**config.mk**
```make
export PLATFORM = sky130hd
export DESIGN_NAME = switch_port_rx
export DESIGN_NICKNAME = d
export VERILOG_FILES = /design/src/rtl/switch_port_pkg.sv /design/src/rtl/sync_fifo.sv /design/src/rtl/switch_port_rx.sv
export SDC_FILE = /design/constraint.sdc
export NUM_CORES = 1
export LEC_CHECK = 0
export ABC_CLOCK_PERIOD_IN_PS = 3350
export CORE_UTILIZATION = 50
export CTS_CLUSTER_SIZE = 28
export DETAILED_ROUTE_END_ITERATION = 8
export PLACE_DENSITY = 0.7
export SETUP_SLACK_MARGIN = 0.3
export SLEW_MARGIN = 15
export SYNTH_ARGS = -nofsm -noshare
export SYNTH_HDL_FRONTEND = slang
export SYNTH_SLANG_ARGS = --single-unit
export TNS_END_PERCENT = 10
```
**constraint.sdc**
```tcl
create_clock -name clk -period 3.35 [get_ports clk]
set_input_delay 0.8375 -clock clk [delete_from_list [all_inputs] [get_ports clk]]
set_output_delay 0.8375 -clock clk [all_outputs]
set_load 0.02 [all_outputs]
```
**src/rtl/switch_port_pkg.sv**
```systemverilog
// Shared types for the switch output-port receive path: framing FSM states and header size.
package switch_port_pkg;

    typedef enum logic [2:0] {
        W_HDR,
        W_LEN,
        W_PAY,
        D_LEN,
        D_PAY
    } wr_state_e;

    typedef enum logic [1:0] {
        R_HDR,
        R_LEN,
        R_PAY
    } rd_state_e;

    localparam int HDR_BYTES = 2;

endpackage

```
**src/rtl/sync_fifo.sv**
```systemverilog
// Generic single-clock FIFO with wrap-bit binary pointers and an occupancy count.
// Latency: rdata shows the head word combinationally; a push is visible the next cycle.
// Backpressure: push while full and pop while empty are ignored; the caller watches full/empty.
module sync_fifo #(
    parameter int W_WIDTH = 8,
    parameter int DEPTH   = 16
) (
    input  logic                   clk,
    input  logic                   rst_n,
    input  logic                   push,
    input  logic [W_WIDTH-1:0]     wdata,
    input  logic                   pop,
    output logic [W_WIDTH-1:0]     rdata,
    output logic [$clog2(DEPTH):0] count,
    output logic                   full,
    output logic                   empty
);
    localparam int AW = $clog2(DEPTH);
    localparam logic [AW:0] ONE     = (AW+1)'(1);
    localparam logic [AW:0] DEPTH_C = (AW+1)'(DEPTH);

    logic [W_WIDTH-1:0] mem_q [DEPTH];
    logic [AW:0]        wr_ptr_q, wr_ptr_d;
    logic [AW:0]        rd_ptr_q, rd_ptr_d;
    logic [AW:0]        count_q, count_d;
    logic               push_ok, pop_ok;

    assign full    = (count_q == DEPTH_C);
    assign empty   = (count_q == '0);
    assign push_ok = push && !full;
    assign pop_ok  = pop && !empty;
    assign rdata   = mem_q[rd_ptr_q[AW-1:0]];
    assign count   = count_q;

    always_comb begin
        wr_ptr_d = wr_ptr_q;
        rd_ptr_d = rd_ptr_q;
        count_d  = count_q;
        if (push_ok) wr_ptr_d = wr_ptr_q + ONE;
        if (pop_ok)  rd_ptr_d = rd_ptr_q + ONE;
        if (push_ok && !pop_ok)      count_d = count_q + ONE;
        else if (pop_ok && !push_ok) count_d = count_q - ONE;
    end

    always_ff @(posedge clk or negedge rst_n) begin
        if (!rst_n) begin
            wr_ptr_q <= '0;
            rd_ptr_q <= '0;
            count_q  <= '0;
        end else begin
            wr_ptr_q <= wr_ptr_d;
            rd_ptr_q <= rd_ptr_d;
            count_q  <= count_d;
        end
    end

    // Storage needs no reset: the pointers decide what is valid.
    always_ff @(posedge clk) begin
        if (push_ok) mem_q[wr_ptr_q[AW-1:0]] <= wdata;
    end

endmodule

```
**src/rtl/switch_port_rx.sv**
```systemverilog
// Switch port receive buffer with packet framing; SWITCH_PORT_RX_ADDR_CHECK_EN drops packets whose header != PORT_ADDR.
// Latency: data_out/data_vld one cycle after an accepted rd_en; pkt_rdy one cycle after a packet's last byte is written.
// Backpressure: port_busy when free slots <= BUSY_MARGIN; writes while full are dropped and set sticky ovf_err.
module switch_port_rx #(
    parameter int W_WIDTH     = 8,
    parameter int DEPTH       = 16,
    parameter int BUSY_MARGIN = 2
`ifdef SWITCH_PORT_RX_ADDR_CHECK_EN
    ,
    parameter int PORT_ADDR   = 0
`endif
) (
    input  logic               clk,
    input  logic               rst_n,
    input  logic               wr_en,
    input  logic [W_WIDTH-1:0] data_in,
    output logic               port_busy,
    input  logic               rd_en,
    output logic [W_WIDTH-1:0] data_out,
    output logic               data_vld,
    output logic               pkt_rdy,
    output logic               ovf_err,
    output logic               addr_err
);
    import switch_port_pkg::*;

    localparam int AW = $clog2(DEPTH);
    localparam logic [AW:0]        BUSY_TH = (AW+1)'(DEPTH - BUSY_MARGIN);
    localparam logic [AW:0]        CNT_ONE = (AW+1)'(1);
    localparam logic [W_WIDTH-1:0] LEN_ONE = W_WIDTH'(1);

    wr_state_e          wr_st_q, wr_st_d;
    rd_state_e          rd_st_q, rd_st_d;
    logic [W_WIDTH-1:0] len_cnt_q, len_cnt_d;
    logic [W_WIDTH-1:0] rlen_q, rlen_d;
    logic [W_WIDTH-1:0] data_out_q, data_out_d;
    logic               data_vld_q, data_vld_d;
    logic               ovf_err_q, ovf_err_d;
    logic [AW:0]        pkt_cnt_q, pkt_cnt_d;
    logic [AW:0]        count;
    logic [W_WIDTH-1:0] rdata;
    logic               full, empty, hdr_ok, store, pkt_done, pop, last_pop;

    sync_fifo #(
        .W_WIDTH (W_WIDTH),
        .DEPTH   (DEPTH)
    ) u_fifo (
        .clk   (clk),
        .rst_n (rst_n),
        .push  (store),
        .wdata (data_in),
        .pop   (pop),
        .rdata (rdata),
        .count (count),
        .full  (full),
        .empty (empty)
    );

    assign pop       = rd_en && !empty;
    assign port_busy = (count >= BUSY_TH);
    assign pkt_rdy   = (pkt_cnt_q != '0);
    assign data_out  = data_out_q;
    assign data_vld  = data_vld_q;
    assign ovf_err   = ovf_err_q;

    // Write framing: the FSM advances on every strobe, stored or not, so framing survives overflow.
    always_comb begin
        wr_st_d   = wr_st_q;
        len_cnt_d = len_cnt_q;
        if (wr_en) begin
            case (wr_st_q)
                W_HDR: wr_st_d = hdr_ok ? W_LEN : D_LEN;
                W_LEN, D_LEN: begin
                    len_cnt_d = data_in;
                    if (data_in == '0)        wr_st_d = W_HDR;
                    else if (wr_st_q == W_LEN) wr_st_d = W_PAY;
                    else                       wr_st_d = D_PAY;
                end
                W_PAY, D_PAY: begin
                    len_cnt_d = len_cnt_q - LEN_ONE;
                    if (len_cnt_q == LEN_ONE) wr_st_d = W_HDR;
                end
                default: wr_st_d = W_HDR;
            endcase
        end
    end

    always_comb begin
        store    = 1'b0;
        pkt_done = 1'b0;
        if (wr_en) begin
            case (wr_st_q)
                W_HDR: store = hdr_ok;
                W_LEN: begin
                    store    = 1'b1;
                    pkt_done = (data_in == '0);
                end
                W_PAY: begin
                    store    = 1'b1;
                    pkt_done = (len_cnt_q == LEN_ONE);
                end
                default: store = 1'b0;
            endcase
        end
    end

    always_comb begin
        rd_st_d = rd_st_q;
        rlen_d  = rlen_q;
        if (pop) begin
            case (rd_st_q)
                R_HDR: rd_st_d = R_LEN;
                R_LEN: begin
                    rlen_d  = rdata;
                    rd_st_d = (rdata == '0) ? R_HDR : R_PAY;
                end
                R_PAY: begin
                    rlen_d = rlen_q - LEN_ONE;
                    if (rlen_q == LEN_ONE) rd_st_d = R_HDR;
                end
                default: rd_st_d = R_HDR;
            endcase
        end
    end

    always_comb begin
        last_pop = pop && (((rd_st_q == R_LEN) && (rdata == '0)) ||
                           ((rd_st_q == R_PAY) && (rlen_q == LEN_ONE)));
        pkt_cnt_d = pkt_cnt_q;
        if (pkt_done && !last_pop)      pkt_cnt_d = pkt_cnt_q + CNT_ONE;
        else if (last_pop && !pkt_done) pkt_cnt_d = pkt_cnt_q - CNT_ONE;
        data_out_d = pop ? rdata : data_out_q;
        data_vld_d = pop;
        ovf_err_d  = ovf_err_q | (store && full);
    end

    always_ff @(posedge clk or negedge rst_n) begin
        if (!rst_n) begin
            wr_st_q    <= W_HDR;
            rd_st_q    <= R_HDR;
            len_cnt_q  <= '0;
            rlen_q     <= '0;
            pkt_cnt_q  <= '0;
            data_out_q <= '0;
            data_vld_q <= 1'b0;
            ovf_err_q  <= 1'b0;
        end else begin
            wr_st_q    <= wr_st_d;
            rd_st_q    <= rd_st_d;
            len_cnt_q  <= len_cnt_d;
            rlen_q     <= rlen_d;
            pkt_cnt_q  <= pkt_cnt_d;
            data_out_q <= data_out_d;
            data_vld_q <= data_vld_d;
            ovf_err_q  <= ovf_err_d;
        end
    end

`ifdef SWITCH_PORT_RX_ADDR_CHECK_EN
    logic addr_err_q, addr_err_d;

    assign hdr_ok     = (data_in == W_WIDTH'(PORT_ADDR));
    assign addr_err_d = addr_err_q | (wr_en && (wr_st_q == W_HDR) && !hdr_ok);
    assign addr_err   = addr_err_q;

    always_ff @(posedge clk or negedge rst_n) begin
        if (!rst_n) addr_err_q <= 1'b0;
        else        addr_err_q <= addr_err_d;
    end
`else
    assign hdr_ok   = 1'b1;
    assign addr_err = 1'b0;
`endif

endmodule

```
== Word-level counts from Yosys, hierarchy flattened ==
Memories as Yosys holds them, arrays and structs flattened.
Cells that the tools add are included.
Storage, ports and cells
  word-level logic and storage cells: 87
  input bits: 12
  bits in registers: 51
  memory bits (writable): 128
  output and inout port bits: 13
  memories kept: 1
Operators by class
  magnitude comparators: 1
  multiplexer cells: 19
  add/subtract/negate cells: 8
  equal/unequal tests: 11
  reduce and logical (&&, ||, !) cells: 35
  bitwise operators: 1
Memories
  u_fifo.mem_q: words 16, width 8, read ports 1, clocked after Yosys merged registers in 0, wr ports 1, RTL line sync_fifo.sv:22  | logic [W_WIDTH-1:0] mem_q [DEPTH];
Operators with widths (count)
  $pmux W8 S2: 2
  $add A5 B1 Y5 const B: 4
  $mux W5: 4
  $eq A8 B1 Y1 const B: 2
  $logic_not A8 Y1: 2
  $sub A8 B1 Y8 const B: 2
  $logic_and A1 B1 Y1: 11
  $sub A5 B1 Y5 const B: 2
  $mux W3: 3
  $pmux W3 S3: 1
  $reduce_and A2 Y1: 4
  $reduce_bool A2 Y1: 4
  $eq A3 B2 Y1 const B: 2
  $logic_not A1 Y1: 6
  $pmux W2 S3: 1
  $eq A5 B5 Y1 const B: 1
  $ge A5 B4 Y1 const B: 1
  $logic_not A5 Y1: 1
  $mux W1: 5
  $reduce_bool A5 Y1: 1
  $mux W2: 2
  $ne A2 B2 Y1 const B: 2
  $reduce_or A2 Y1: 2
  $eq A3 B1 Y1 const B: 1
  other kinds (9): 9

== Depth between registers and ports, before layout ==
Gate-level depths: netlist of the first run.
  word-level depth: 9
  gate-level depth with buffers: 17
  mapped depth without buffers: 14

== Modules after synthesis ==
From an unflattened synthesis of the first run, not the netlist that was laid out.
Unflattened totals
  cells, all modules: 561
  area total of the unflattened synthesis: 7963.9 um^2
By module, submodules not included
  sync_fifo: sequential area each 4169.0 um^2, instances 1, cells an instance 322, area each 5774.3 um^2
  switch_port_rx: sequential area each 900.9 um^2, instances 1, cells an instance 239, area each 2189.6 um^2

== Worst setup path before layout of the first run ==
OpenSTA, ideal clock, no wires.
  path type: register to register
  from: register u_fifo.rd_ptr_q[1]
  to: register pkt_cnt_q[4]
  path slack: -0.088 ns
  path buffers: 2
  clock period less this slack: 3.438 ns
  data required time: 3.225 ns
  arrival time: 3.313 ns
  cell stages (with the launch flop): 17
  library setup time: 0.125 ns
  path through: dfrtp_1 > clkbuf_1 > clkbuf_1 > mux4_2 > a22oi_1 > nand2_1 > nor4_2 > and3_2 > o21ai_0 > ha_1 > inv_1 > ha_1 > a21o_1 > a21oi_1 > xnor2_1 > nor2_1 > xor2_1
Between the ends
  cells in the longest elaborated chain, start to end: 8
  elaborated cells on any way between the ends: 10
  classes of those cells: 1 x mux; 8 x reduce/logical; 1 x memory
Ends and longest elaborated chain
  start: declaration: RTL line sync_fifo.sv:24  | logic [AW:0] rd_ptr_q, rd_ptr_d;
  start signal: assignment: RTL line sync_fifo.sv:52  | rd_ptr_q <= rd_ptr_d;
  $mem_v2 Z16 W8 (*)
  $logic_not A8 Y1 (*): RTL line switch_port_rx.sv:127  | last_pop = pop && (((rd_st_q == R_LEN) && (rdata == '0)) ||
  $logic_and A1 B1 Y1 (*): RTL line switch_port_rx.sv:127
  $logic_or A1 B1 Y1 (*): RTL line switch_port_rx.sv:127
  $logic_and A1 B1 Y1 (*): RTL line switch_port_rx.sv:127
  $logic_not A1 Y1: RTL line switch_port_rx.sv:130  | if (pkt_done && !last_pop) pkt_cnt_d = pkt_cnt_q + CNT_ONE;
  $logic_and A1 B1 Y1: RTL line switch_port_rx.sv:130
  $mux W5 / $reduce_bool A2 Y1 (equally long branches)
  end signal: assignment: RTL line switch_port_rx.sv:152  | pkt_cnt_q <= pkt_cnt_d;
  end: declaration: RTL line switch_port_rx.sv:39  | logic [AW:0] pkt_cnt_q, pkt_cnt_d;
Every way passes the cells marked *; elsewhere a longest branch is shown, timed or not.
A chain may end at the register's enable or synchronous reset.

== Worst setup path after layout of the first run ==
  from: register u_fifo.rd_ptr_q[0]
  to: register pkt_cnt_q[4]
The elaborated chain is that of the path after synthesis.

==> results of run 1 <==
==> what timing repair did <==
action                     4_1_cts  5_1_grt
buffers inserted                25        0
setup endpoints to repair        4        7
gates cloned                     2        0
pin swaps                       18        5
resized for setup               27        8
==> synth_stat cells (3+ instances only) <==
| library cell | number |
|---|---|
| clkbuf_1 | 15 |
| dfrtp_1 | 49 |
| o22a_1 | 3 |
| mux4_2 | 21 |
| nor3_1 | 14 |
| nand2b_1 | 3 |
| inv_1 | 16 |
| and2_1 | 4 |
| mux4_1 | 11 |
| or3_1 | 4 |
| a21o_1 | 4 |
| nand2_1 | 45 |
| buf_1 | 3 |
| a31oi_1 | 3 |
| ha_1 | 20 |
| a21oi_1 | 20 |
| a22oi_1 | 7 |
| xor2_1 | 5 |
| nor4_1 | 4 |
| edfxtp_1 | 128 |
| a22o_1 | 9 |
| nor2_1 | 38 |
| mux2_2 | 5 |
| o22ai_1 | 5 |
| nand3_1 | 3 |
| o21ai_0 | 26 |
| xnor2_1 | 12 |
==> cell type report <==
cell class / count / area (um2) / area share, %
sequential: 177 / 5070 / 53.5
multi-input combinational: 296 / 2520 / 26.6
timing repair buffer: 111 / 1000 / 10.5
clock buffer: 19 / 433 / 4.57
tap: 188 / 235 / 2.48
clock inverter: 13 / 144 / 1.52
inverter: 18 / 70.1 / 0.739
==> cells by family (layout without fill, tap and decap cells) <==
| group | Yosys count | in the layout |
|---|---|---|
| DFF | 177 | 177 |
| and+or+nand+nor | 130 | 130 |
| AOI/OAI and AO/OA | 87 | 87 |
| buffers and inverters | 41 | 161 |
| muxes | 39 | 39 |
| adders and majority gates | 22 | 22 |
| xor gates and xnor gates | 17 | 17 |
| other | 1 | 1 |
==> state kept, by name (all words and copies together) (netlist names), 2 cells and up <==
signal	cells
rd_st_q	2
data_out	8
pkt_cnt_q	5
u_fifo.wr_ptr_q	4
wr_st_q	3
u_fifo.mem_q	128
rlen_q	8
u_fifo.rd_ptr_q	4
u_fifo.count	5
len_cnt_q	8
==> routing by layer <==
metal | track usage (%) | vias to the layer above
li1 | - | 2161
met1 | 31.1 | 2460
met2 | 36.1 | 178
met3 | 5.52 | 31
met4 | 11.2 | 0
met5 | 0 | -
==> final timing paths <==
kind	end	start	cells past startpoint	slack [ps]
worst max-delay path	pkt_cnt_q[4]	u_fifo.rd_ptr_q[0]	18	-50
worst min-delay path	ovf_err	ovf_err	1	470
worst max register to register	pkt_cnt_q[4]	u_fifo.rd_ptr_q[0]	18	-50
worst min register to register	ovf_err	ovf_err	1	470
max in group asynchronous	u_fifo.rd_ptr_q[0]	rst_n	2	2340
min in group asynchronous	data_vld	rst_n	2	540
==> power groups by stage <==
| stage | registers (uW) | logic (uW) | clock network, uW |
|---|---|---|---|
| final | 3140 | 3880 | 1950 |
| after global placement | 3130 | 3090 | 0 |
| after global routing | 3190 | 4180 | 2050 |
| after detailed placement | 3170 | 3180 | 0 |
| after CTS | 3130 | 3770 | 1970 |
| after floorplan | 3110 | 2070 | 0 |
==> stage by stage <==
step | util, % | area [um2]
after floorplan | - | 7710
after global placement | 56.3 | 8530
after detailed placement | 56.3 | 8530
after CTS | 62.4 | 9450
after global routing | 62.6 | 9480
final | 62.6 | 9480
==> summary.md, run 1 <==
| Metric | Value |
|---|---|
| Outcome | finished with violations |
| Failing checks | negative setup slack |
| CP required | 3670 ps |
| Crit path max-delay family | simple AND/OR/NAND/NOR gates |
| Hold Vio Cnt, Final | 0 |
| Core footprint | 0.0151 mm2 |
| Ant diodes | 0 |
| Synth area leader | edfxtp_1 |
| Worst hold margin | 471 ps |
| Crit path launch type | flip-flop |
| First-pass GRT wire length | 26800 um |
| Vias in the first global route | 4891 |
| Crit-path max FO | 4 |
| Worst-Margin Slew | 673 ps |
| CTS Buf Count | 17 |
| Die X | 126 um |
| Finished Layout Cells | 822 |
| Syn Inst Count | 514 |
| Worst-Skew Late Latency | 430 ps |
| Leakage | 0.00359 uW |
| Area contributors post-synth | edfxtp_1 (50%), dfrtp_1 (16%), mux4_2 (6.1%) |
| Unrepaired setup endpoints after global routing | yes |
| Ratio of cells with drive above 1 in the final layout | 27.9% |
| DRC | 0 |
| Worst Hold Class | flip-flop to flip-flop |
| Critical-path cell list | buf_6, buf_6, buf_16, buf_6, mux4_2, a22o_1, nor2_2, and4_1, and3_4, o21ai_2, ha_2, inv_4, ha_4, a21o_1, a21oi_2, xnor2_1, nor2_1, xor2_1 |
| Final Worst Setup Slack | -46.8 ps |
| Sequential power share | 35.1% |
| CP max stage cell | dfrtp_2 |
| CP bufs+invs | 5 |
| Pin count of the biggest net entering global routing | 50 |
| Sw frac | 33.5% |
| Synth Net Count | 548 |
| I/O pins | 25 |
| Post-synthesis xor/xnor area fraction | 1.93% |
| Post-synth top flop | edfxtp_1 |
| Post-route clock period utilization | 101% |
| Die area | 0.0159 mm2 |
| HPWL after DPL | 10900 um |
| Via/cell ratio | 5.88 |
| Top cell type's share of synthesized area | 49.9% |
| Clock Path Buffers | 2 |
| Post-synthesis cell area | 0.00771 mm2 |
| Synth cell types | 50 |
| Pre-CTS WS | -265 ps |
| Post-Syn Area per Cell | 15.0 um2 |
| Cell mode on critical path | buf_6 |
| DIE HEIGHT | 126 um |
| Synth Area in Compound Gates | 7.14% |
| Normalized max-slew margin | 55.1% |
| Comb pwr share | 43.2% |
| Ys async rst share | 27.7% |
| Most common cell after layout, fill and taps aside | edfxtp_1 |
| EDFF count, synth | 128 |
| P&R area growth vs syn | 23.0% |
| Fin Setup TNS | -86.3 ps |
| H-tree depth reported by CTS | 4 |
| Simple-Gate Fraction of Synth Area | 7.79% |
| Final WL | 17200 um |
| Final #Nets | 655 |
| 1st-iter DRT viols | 347 |
| Cts hold-fix bufs | 0 |
| Adder-cell area share of the yosys netlist | 3.77% |
| Clock root cell | clkbuf_16 |
| Placed Cells | 763 |
| Pwr Total | 8960 uW |
| Drt pass-1 iters | 5 |
| Final Max Tran Viols | 0 |
| Setup violations, final | 2 |
| #FFs+latches synth | 177 |
| PortBufs | 23 |
| Total vias in the final route | 4830 |
| NetSw | 3000 uW |
| # fillers | 1065 |
| Met1 WL | 7430 um |
| Initial antenna violation count | 0 |
| Row cnt | 45 |
| Cell Pwr Density | 946 mW/mm2 |
| Number of nets with antenna violations after routing | 0 |
| Most frequent cells in the layout | edfxtp_1 (128), buf_4 (77), dfrtp_1 (48) |
| Reg clk slew, reported paths | 60 ps |
| Seq/Total Area, Yosys | 65.8% |
| Maximum vdd ir drop | 0.000478 V |
| Final Skew | 10.3 ps |
| Final min period | 3400 ps |
| Critical Path End Type | flip-flop |
| Fmax | 294 MHz |
| Clk sinks | 177 |
| Met3 WL post-DR | 973 um |
| Maxcap violations | 0 |
| Total track usage | 23.2% |
| Mux cell area share after synthesis | 10.9% |
| GPL Wtd Cong | 0.850 |
| Met2 wire len | 8220 um |
| Largest family of logic cells by synthesized area | multiplexers |
| Setup CP Type | flip-flop to flip-flop |
| Int Power | 5960 uW |
| CTS tree | yes |
| Initial Utilization | 50.9% |
| Arrival @ worst endpoint | 3710 ps |
| Total grt overflow | 0 |
| Power share of the clock group | 21.7% |
| WL/cell | 20.9 um |
| Top Layer Used | met4 |
| Slowest stage delay, CP | 440 ps |
| Syn. warnings | 0 |
Power figures use the tool's default switching activity.
==> run 2: changes to the inputs <==
--- a/config.mk
+++ b/config.mk
@@ -5,11 +5,11 @@
 export SDC_FILE = /design/constraint.sdc
 export NUM_CORES = 1
 export LEC_CHECK = 0
-export ABC_CLOCK_PERIOD_IN_PS = 3350
-export CORE_UTILIZATION = 50
+export CORE_UTILIZATION = 55
 export CTS_CLUSTER_SIZE = 28
 export DETAILED_ROUTE_END_ITERATION = 8
-export PLACE_DENSITY = 0.7
+export PLACE_DENSITY = 0.75
+export RECOVER_POWER = 50
 export SETUP_SLACK_MARGIN = 0.3
 export SLEW_MARGIN = 15
 export SYNTH_ARGS = -nofsm -noshare
==> run 2 against run 1 <==
  * Cell count down 2.9%
  * Die area is 8.9% lower
  * The run ends with max-capacitance violations, max-slew violations, negative setup slack left
  * Critical endpoint unchanged
  * Count of clock-buffer cells in the layout down 2
  * Critical path depth shrank 1
  * Setup slack worse by 7.6 ps
  * Critical path type unchanged
  * Via count is 1.4% lower
  * Maximum frequency shrank 0.22%
  * Clock power decreased by 2%
  * Total power decreased by 3.7%
  * Clock skew is 2.8 ps higher
  * Worst hold slack gained 10 ps
==> summary.md, run 2 (synthesized netlist as in run 1, its figures left out) <==
| Metric | Value |
|---|---|
| Outcome | finished with violations |
| Failing checks | max-capacitance violations, max-slew violations, negative setup slack |
| Pin count of the biggest net entering global routing | 36 |
| Largest register FFs | 128 |
| Ant diodes | 0 |
| Die X | 120 um |
| Power share of the clock group | 22.2% |
| Normalized max-slew margin | -16.1% |
| # fillers | 901 |
| Row cnt | 42 |
| CP required | 3670 ps |
| Cell Pwr Density | 925 mW/mm2 |
| Core footprint | 0.0135 mm2 |
| NetSw | 3000 uW |
| Sequential power share | 36.4% |
| DRC | 0 |
| Post-route clock period utilization | 102% |
| Vias in the first global route | 4765 |
| Ratio of cells with drive above 1 in the final layout | 25.9% |
| P&R area growth vs syn | 21.2% |
| Clock Path Buffers | 2 |
| Comb pwr share | 41.5% |
| Worst Hold Class | flip-flop to flip-flop |
| Clock root cell | clkbuf_16 |
| CTS tree | yes |
| Setup CP Type | flip-flop to flip-flop |
| Fmax | 294 MHz |
| FF/Latch Area | 0.00507 mm2 |
| Unrepaired setup endpoints after global routing | yes |
| Critical Path End Type | flip-flop |
| Final min period | 3400 ps |
| Maxcap violations | 1 |
| Int Power | 5640 uW |
| Initial antenna violation count | 0 |
| PortBufs | 23 |
| Die area | 0.0145 mm2 |
| Sw frac | 34.7% |
| Pwr Total | 8640 uW |
| Top Layer Used | met4 |
| Final #Nets | 643 |
| Final WL | 16700 um |
| Fin Setup TNS | -107 ps |
| Arrival @ worst endpoint | 3720 ps |
| Finished Layout Cells | 798 |
| Crit path launch type | flip-flop |
| Reg clk slew, reported paths | 70 ps |
| 1st-iter DRT viols | 413 |
| Initial Utilization | 57.3% |
| Pre-CTS WS | -286 ps |
| DIE HEIGHT | 120 um |
| Leakage | 0.00349 uW |
| GPL Wtd Cong | 0.879 |
| Hold Vio Cnt, Final | 0 |
| Final Max Tran Viols | 32 |
| H-tree depth reported by CTS | 4 |
| Via/cell ratio | 5.97 |
| Cts hold-fix bufs | 0 |
| Most frequent cells in the layout | edfxtp_1 (128), buf_4 (55), dfrtp_1 (48) |
| Crit-path max FO | 8 |
| Total track usage | 25.2% |
| Placed Cells | 749 |
| Total vias in the final route | 4762 |
| Number of nets with antenna violations after routing | 0 |
| Worst hold margin | 481 ps |
| Maximum vdd ir drop | 0.000469 V |
| First-pass GRT wire length | 26100 um |
| Drt pass-1 iters | 5 |
| Met3 WL post-DR | 1100 um |
| Total grt overflow | 0 |
| Most common cell after layout, fill and taps aside | edfxtp_1 |
| Final Worst Setup Slack | -54.4 ps |
| Met2 wire len | 8820 um |
| HPWL after DPL | 10400 um |
| Worst-Margin Slew | 1740 ps |
| CTS Buf Count | 17 |
| I/O pins | 25 |
| Met1 WL | 6540 um |
| Clk sinks | 177 |
| Worst-Skew Late Latency | 430 ps |
| WL/cell | 20.9 um |
| Footprint of the multi-input gates | 0.00254 mm2 |
| Setup violations, final | 2 |
| Final Skew | 13.0 ps |
run 2: area by class of cell:
class	count	area share (%)
clock inverter	15	1.62
multi-input combinational	296	27.2
inverter	18	0.750
sequential	177	54.3
tap	176	2.36
clock buffer	17	4.55
timing repair buffer	99	9.23
run 2: worst max-delay path: stages, from the launching register on:
cell and delay (ps):
dfrtp_2 410, buf_6 120, buf_12 100, buf_16 130, mux4_2 530, a22oi_2 160
nand2_2 100, nor4_4 320, and3_4 240, o21ai_2 50, ha_2 200, inv_4 80
ha_4 200, a21o_1 160, a21oi_2 150, xnor2_1 130, nor2_1 70, xor2_1 140
run 2: repair_timing:
action,4_1_cts,5_1_grt
setup buffers,14,1
resized for setup,34,4
cloned,2,0
endpoints found under the setup margin,6,6
endpoints found under the hold margin,0,0
pin swaps,24,7
run 2: path summary, 6_finish.rpt:
check	slack [ps]	cells past startpoint	end	startpoint
max in group asynchronous	980	2	u_fifo.wr_ptr_q[2]	rst_n
max reg2reg	-50	17	pkt_cnt_q[4]	u_fifo.rd_ptr_q[0]
max	-50	17	pkt_cnt_q[4]	u_fifo.rd_ptr_q[0]
min in group asynchronous	860	1	rlen_q[1]	rst_n
min	480	2	data_out[7]	data_out[7]
min reg2reg	480	2	data_out[7]	data_out[7]
run 2: per-stage QoR:
step,util [%],instance area (um2)
final,69.4,9340
after global routing,69.4,9340
after CTS,69.6,9360
after detailed placement,63.2,8500
after global placement,63.2,8500
after floorplan,-,7710
run 2: power by group through the flow:
stage                     logic (uW)  registers [uW]  clock network [uW]
final                           3580            3140                1910
after global routing            3890            3200                2030
after CTS                       3560            3130                1940
after detailed placement        3120            3160                   0
after global placement          2990            3120                   0
after floorplan                 2070            3110                   0
run 2: per-layer routing:
metal | global-route usage (%) | vias to the layer above
met5 | 0 | -
met4 | 8.26 | 0
met3 | 6.32 | 15
met2 | 42.7 | 191
met1 | 31.8 | 2417
li1 | - | 2139
